## src/rtl/traffic_sensor_cond.sv

```systemverilog
// Road-loop sensor conditioning: 2-FF sync, debounce, post-departure hold and
// saturating arrival counting for two independent streets feeding traffic_signal.

module traffic_sensor_lane #(
    parameter int DEB_CYCLES  = 4,
    parameter int HOLD_CYCLES = 8,
    parameter int CNT_W       = 8
) (
    input  logic             clk,
    input  logic             i_rst_n,
    input  logic             i_raw,
    input  logic             i_cnt_clr,
    output logic             o_tx,
    output logic             o_arr,
    output logic [CNT_W-1:0] o_cnt
);
    localparam int MAXC = (DEB_CYCLES > HOLD_CYCLES) ? DEB_CYCLES : HOLD_CYCLES;
    localparam int CW   = $clog2(MAXC);

    // TX is bit 1 of the state code, so it comes straight off a flop.
    localparam logic [1:0] ST_IDLE    = 2'b00;
    localparam logic [1:0] ST_QUAL    = 2'b01;
    localparam logic [1:0] ST_PRESENT = 2'b10;
    localparam logic [1:0] ST_HOLD    = 2'b11;

    localparam logic [CW-1:0]    C_ZERO    = {CW{1'b0}};
    localparam logic [CW-1:0]    C_ONE     = {{(CW-1){1'b0}}, 1'b1};
    localparam logic [CW-1:0]    DEB_LAST  = CW'(DEB_CYCLES - 1);
    localparam logic [CW-1:0]    HOLD_LAST = CW'(HOLD_CYCLES - 1);
    localparam logic [CNT_W-1:0] CNT_ZERO  = {CNT_W{1'b0}};
    localparam logic [CNT_W-1:0] CNT_ONE   = {{(CNT_W-1){1'b0}}, 1'b1};
    localparam logic [CNT_W-1:0] CNT_MAX   = {CNT_W{1'b1}};

    logic             r_sync1;
    logic             r_sync2;
    logic [1:0]       r_state;
    logic [CW-1:0]    r_c;
    logic             r_arr;
    logic [CNT_W-1:0] r_cnt;

    logic             w_s;
    logic [1:0]       w_state_nxt;
    logic [CW-1:0]    w_c_nxt;
    logic             w_arr_evt;
    logic [CNT_W-1:0] w_cnt_nxt;

    assign w_s = r_sync2;

    // Lane FSM next-state and phase counter
    always_comb begin
        w_state_nxt = r_state;
        w_c_nxt     = r_c;
        w_arr_evt   = 1'b0;
        case (r_state)
            ST_IDLE: begin
                if (w_s) begin
                    w_state_nxt = ST_QUAL;
                    w_c_nxt     = C_ONE;
                end else begin
                    w_state_nxt = ST_IDLE;
                    w_c_nxt     = r_c;
                end
            end
            ST_QUAL: begin
                if (!w_s) begin
                    w_state_nxt = ST_IDLE;
                    w_c_nxt     = C_ZERO;
                end else if (r_c == DEB_LAST) begin
                    w_state_nxt = ST_PRESENT;
                    w_c_nxt     = C_ZERO;
                    w_arr_evt   = 1'b1;
                end else begin
                    w_state_nxt = ST_QUAL;
                    w_c_nxt     = r_c + C_ONE;
                end
            end
            ST_PRESENT: begin
                if (!w_s) begin
                    w_state_nxt = ST_HOLD;
                    w_c_nxt     = C_ONE;
                end else begin
                    w_state_nxt = ST_PRESENT;
                    w_c_nxt     = r_c;
                end
            end
            ST_HOLD: begin
                if (w_s) begin
                    w_state_nxt = ST_PRESENT;
                    w_c_nxt     = C_ZERO;
                end else if (r_c == HOLD_LAST) begin
                    w_state_nxt = ST_IDLE;
                    w_c_nxt     = C_ZERO;
                end else begin
                    w_state_nxt = ST_HOLD;
                    w_c_nxt     = r_c + C_ONE;
                end
            end
            default: begin
                w_state_nxt = ST_IDLE;
                w_c_nxt     = C_ZERO;
            end
        endcase
    end

    // Counter follows the visible arrival pulse, so a clear in that cycle lands at 1
    always_comb begin
        w_cnt_nxt = r_cnt;
        if (i_cnt_clr) begin
            w_cnt_nxt = r_arr ? CNT_ONE : CNT_ZERO;
        end else if (r_arr && (r_cnt != CNT_MAX)) begin
            w_cnt_nxt = r_cnt + CNT_ONE;
        end else begin
            w_cnt_nxt = r_cnt;
        end
    end

    // State, synchroniser and counter registers with synchronous active-low reset
    always_ff @(posedge clk) begin
        if (!i_rst_n) begin
            r_sync1 <= 1'b0;
            r_sync2 <= 1'b0;
            r_state <= ST_IDLE;
            r_c     <= C_ZERO;
            r_arr   <= 1'b0;
            r_cnt   <= CNT_ZERO;
        end else begin
            r_sync1 <= i_raw;
            r_sync2 <= r_sync1;
            r_state <= w_state_nxt;
            r_c     <= w_c_nxt;
            r_arr   <= w_arr_evt;
            r_cnt   <= w_cnt_nxt;
        end
    end

    assign o_tx  = r_state[1];
    assign o_arr = r_arr;
    assign o_cnt = r_cnt;
endmodule

module traffic_sensor_cond #(
    parameter int DEB_CYCLES  = 4,
    parameter int HOLD_CYCLES = 8,
    parameter int CNT_W       = 8
) (
    input  logic             clk,
    input  logic             reset,
    input  logic             raw_a,
    input  logic             raw_b,
    input  logic             cnt_clr,
    output logic             TA,
    output logic             TB,
    output logic             arr_a,
    output logic             arr_b,
    output logic [CNT_W-1:0] cnt_a,
    output logic [CNT_W-1:0] cnt_b
);
    traffic_sensor_lane #(
        .DEB_CYCLES (DEB_CYCLES),
        .HOLD_CYCLES(HOLD_CYCLES),
        .CNT_W      (CNT_W)
    ) u_lane_a (
        .clk      (clk),
        .i_rst_n  (reset),
        .i_raw    (raw_a),
        .i_cnt_clr(cnt_clr),
        .o_tx     (TA),
        .o_arr    (arr_a),
        .o_cnt    (cnt_a)
    );

    traffic_sensor_lane #(
        .DEB_CYCLES (DEB_CYCLES),
        .HOLD_CYCLES(HOLD_CYCLES),
        .CNT_W      (CNT_W)
    ) u_lane_b (
        .clk      (clk),
        .i_rst_n  (reset),
        .i_raw    (raw_b),
        .i_cnt_clr(cnt_clr),
        .o_tx     (TB),
        .o_arr    (arr_b),
        .o_cnt    (cnt_b)
    );
endmodule

```

## config.mk

```make
export PLATFORM = sky130hd
export DESIGN_NAME = traffic_sensor_cond
export DESIGN_NICKNAME = d
export VERILOG_FILES = /design/src/rtl/traffic_sensor_cond.sv
export SDC_FILE = /design/constraint.sdc
export NUM_CORES = 1
export LEC_CHECK = 0
export ABC_AREA = 1
export CORE_ASPECT_RATIO = 1.1
export CORE_MARGIN = 4
export CORE_UTILIZATION = 57
export CTS_CLUSTER_DIAMETER = 50
export DETAILED_ROUTE_END_ITERATION = 8
export PLACE_DENSITY = 0.95
export SETUP_SLACK_MARGIN = 0.02
export SLEW_MARGIN = 10
export SYNTH_ARGS = -nofsm -noshare
export SYNTH_HDL_FRONTEND = slang
export SYNTH_SLANG_ARGS = --single-unit
```

## constraint.sdc

```tcl
create_clock -name clk -period 3.9 [get_ports clk]
set_clock_uncertainty 0.05 [all_clocks]
set_input_delay 0.585 -clock clk [delete_from_list [all_inputs] [get_ports clk]]
set_output_delay 0.585 -clock clk [all_outputs]
set_load 0.02 [all_outputs]
```

==> results.md <==
* Outcome: complete, no violations
* Hold Violations, Final at 0
* Share of layout cells above drive strength 1 at 10.2%
* CTS clk-pin slew, worst paths at 0.10 ns
* Clock share of power at 34.4%
* Diode count at 0
* # rows at 20
* Tmin final at 2.11 ns
* Wirelength per Cell at 10.3 um
* R2r endpoint: u_lane_b.o_cnt[0]$_SDFFE_PN0P_
* Comb pwr share at 6.2%
* WHS Path Cells at 2
* Pwr dens at 286 mW/mm^2
* GRT Total Usage at 18.0%
* Max FO, Critical Path at 6
* Setup Viol. Count Final at 0
* GP Congestion at 0.877
* Worst Hold Class: reg -> reg
* Clk Latency, worst-skew pair at 0.32 ns
* Worst-Margin Slew at 0.297 ns
* Total number of yosys warnings at 0
* Max clock buf depth at 2
* Largest net degree at the start of global routing at 14
* Synthesized net count at 253
* CP max stage cell: clkdlybuf4s50_1
* WP depth at 1
* Total power at 568 uW
* Max incr delay on CP at 0.66 ns
* Finished Cell Area at 0.00199 sq mm
* Post-CTS sizing at 0
* Flop2flop setup slack at 2.47 ns
* Crit share post-route at 54.2%
* IO Pins at 25
* Crit path DAT at 1.48 ns
* Critical path, cell by cell: clkdlybuf4s50_1
* Total wire length at 3.09 mm
* Routed vias at 1502
* CP required at 3.26 ns
* Vias in the first global route at 1385
* Fmax at 473 MHz
* Sequential element share of the synthesized area at 38.2%
* Hold path startpoint: u_lane_a.r_sync1$_SDFF_PN0_
* Dpl hpwl at 2.36 mm
* Residual DRC at 0
* Hold endpoint: u_lane_a.r_sync2$_SDFF_PN0_
* Peak VDD IR at 0.282 mV
* FILL cells at 217
* Max-slew violation count at 0
* Leakage at 0.751 nW
* Sink Count at 32
* Synth top area share at 38.2%
* Dpl ws at 1.83 ns
* Initial antenna violation count at 0
* Area of the die at 0.00387 sq mm
* Hold_buf cts at 0
* Initial DRC Count at 76
* Largest area contributor in the netlist: dfxtp_1
* Layout Nets at 280
* CTS tree: done
* Post-DRT Antenna Nets at 0
* Post-DP Area at 0.00193 sq mm
* Yosys reg bits at 32
* Net switching power at 133 uW
* Synthesis-to-layout area growth at 18.7%
* First-pass GRT wire length at 5.49 mm
* P_int at 435 uW
* Sequential Power Share at 59.5%
* CP Capture Type: primary output
* Total grt overflow at 0
* Cells after Synth at 238
* H-tree level count at 2
* Fraction of power spent switching nets at 23.4%
* Vias/cell at 5.02
* Crit path max-delay family: buffers and inverters
* Post-CTS Setup Inserts at 0
* Critical R2R Launch: u_lane_b.o_cnt[0]$_SDFFE_PN0P_
* Startpoint Class: register
* Root buf cell: clkbuf_4
* Drt first pass iters at 4
* Worst path bufs/invs at 1
* Max transition margin at 80.2%
* Initial Utilization at 59.8%
* Mapped Avg Cell Area at 7.04 sq um
* Worst setup path category: reg -> out
* Slack of the critical path at 1.79 ns
* CORE AREA at 0.00280 sq mm
* RSZ-0062 raised after global routing: no
* Setup_tns at 0 ns
* Max Cap Violations at 0
* Die Y at 64.9 um
* Worst r2r path cells at 8
* Num CTS Buffers at 5
* Post-synthesis cell area at 0.00168 sq mm
* DIE WIDTH at 59.7 um
* Port Buffer Count at 24
* Post-synthesis cell type count at 21
* Top cells by area, synth: dfxtp_1, nand2_1, a21oi_1
-- state kept, by name, summed over array words and instances, names as in the netlist --
signal / cells
u_lane_a.o_cnt: 8
u_lane_b.o_cnt: 8
u_lane_a.r_c: 3
u_lane_b.r_c: 3
u_lane_a.r_state: 2
u_lane_b.r_state: 2
u_lane_a.o_arr: 1
u_lane_a.r_sync1: 1
u_lane_a.r_sync2: 1
u_lane_b.o_arr: 1
u_lane_b.r_sync1: 1
u_lane_b.r_sync2: 1
-- routing by layer --
metal  wire, um  vias up  track usage, %
met5          0        -               0
met1       1360      646            21.0
li1           -      813               -
met4         26        0            4.43
met3        149        2            5.38
met2       1560       41            31.4
-- cell usage after synthesis --
cell type,number
o21bai_1,1
nand2_1,57
nand2_4,2
dfxtp_1,32
inv_1,33
nor3_1,4
nor2_2,3
buf_4,3
nand3_1,17
buf_2,1
nor2_4,3
nand3_2,1
a21oi_1,26
a21oi_2,1
o211ai_1,1
inv_2,2
nor2_1,20
ha_1,10
o21ai_0,12
o21ai_2,1
nand2_2,8
-- through the flow --
| stage | utilization, % | cells | hold WS [ns] |
|---|---|---|---|
| floorplan | - | 238 | 0.340 |
| global placement | 68.9 | 291 | 0.354 |
| detailed placement | 68.9 | 291 | 0.364 |
| CTS | 71.0 | 299 | 0.391 |
| global route | 71.0 | 299 | 0.403 |
| finish | 71.0 | 299 | 0.380 |
-- cells in the final DEF (no fill, tap or decap), drive strengths merged --
master	n
nand2	67
inv	35
dfxtp	32
a21oi	27
nor2	26
clkdlybuf4s50	24
nand3	18
o21ai	13
ha	10
clkbuf	8
nor3	4
o211ai	1
o21bai	1
-- worst max path at each step --
stage                              startpoint                              to  slack [ns]
6_report            u_lane_b.o_arr$_SDFF_PN0_                           arr_b        1.79
5_1_grt        u_lane_a.r_state[1]$_SDFF_PN0_                              TA        1.74
2_1_floorplan  u_lane_b.o_cnt[0]$_SDFFE_PN0P_  u_lane_b.o_cnt[0]$_SDFFE_PN0P_        2.46
3_3_place_gp                            reset  u_lane_a.o_cnt[4]$_SDFFE_PN0P_        1.88
3_5_place_dp                            reset  u_lane_a.o_cnt[3]$_SDFFE_PN0P_        1.83
4_1_cts             u_lane_b.o_arr$_SDFF_PN0_                           arr_b        1.78
-- cell families (layout without fill, tap and decap cells) --
group	Yosys count	count (layout)	synth area share, %
and+or+nand+nor	115	115	31.6
AOI/OAI and AO/OA	42	42	13.3
buffers and inverters	39	67	9.48
DFF	32	32	38.2
adders and majority gates	10	10	7.46
-- cell type report --
cell class	count	area (sq um)	share of cell area (%)
Multi-Input combinational cell	167	877	44.1
Clock buffer	8	58.8	2.96
Inverter	35	131	6.60
Timing Repair Buffer	24	240	12.1
Sequential cell	32	641	32.2
Tap cell	33	41.3	2.08
-- power groups by stage --
stage,logic [mW],registers [mW],clock network (mW)
global placement,0.0339,0.345,0
detailed placement,0.0353,0.345,0
floorplan,0.0254,0.345,0
CTS,0.0354,0.338,0.204
global route,0.0410,0.339,0.219
finish,0.0350,0.338,0.195
No activity file was read; power rests on OpenSTA's default activity.
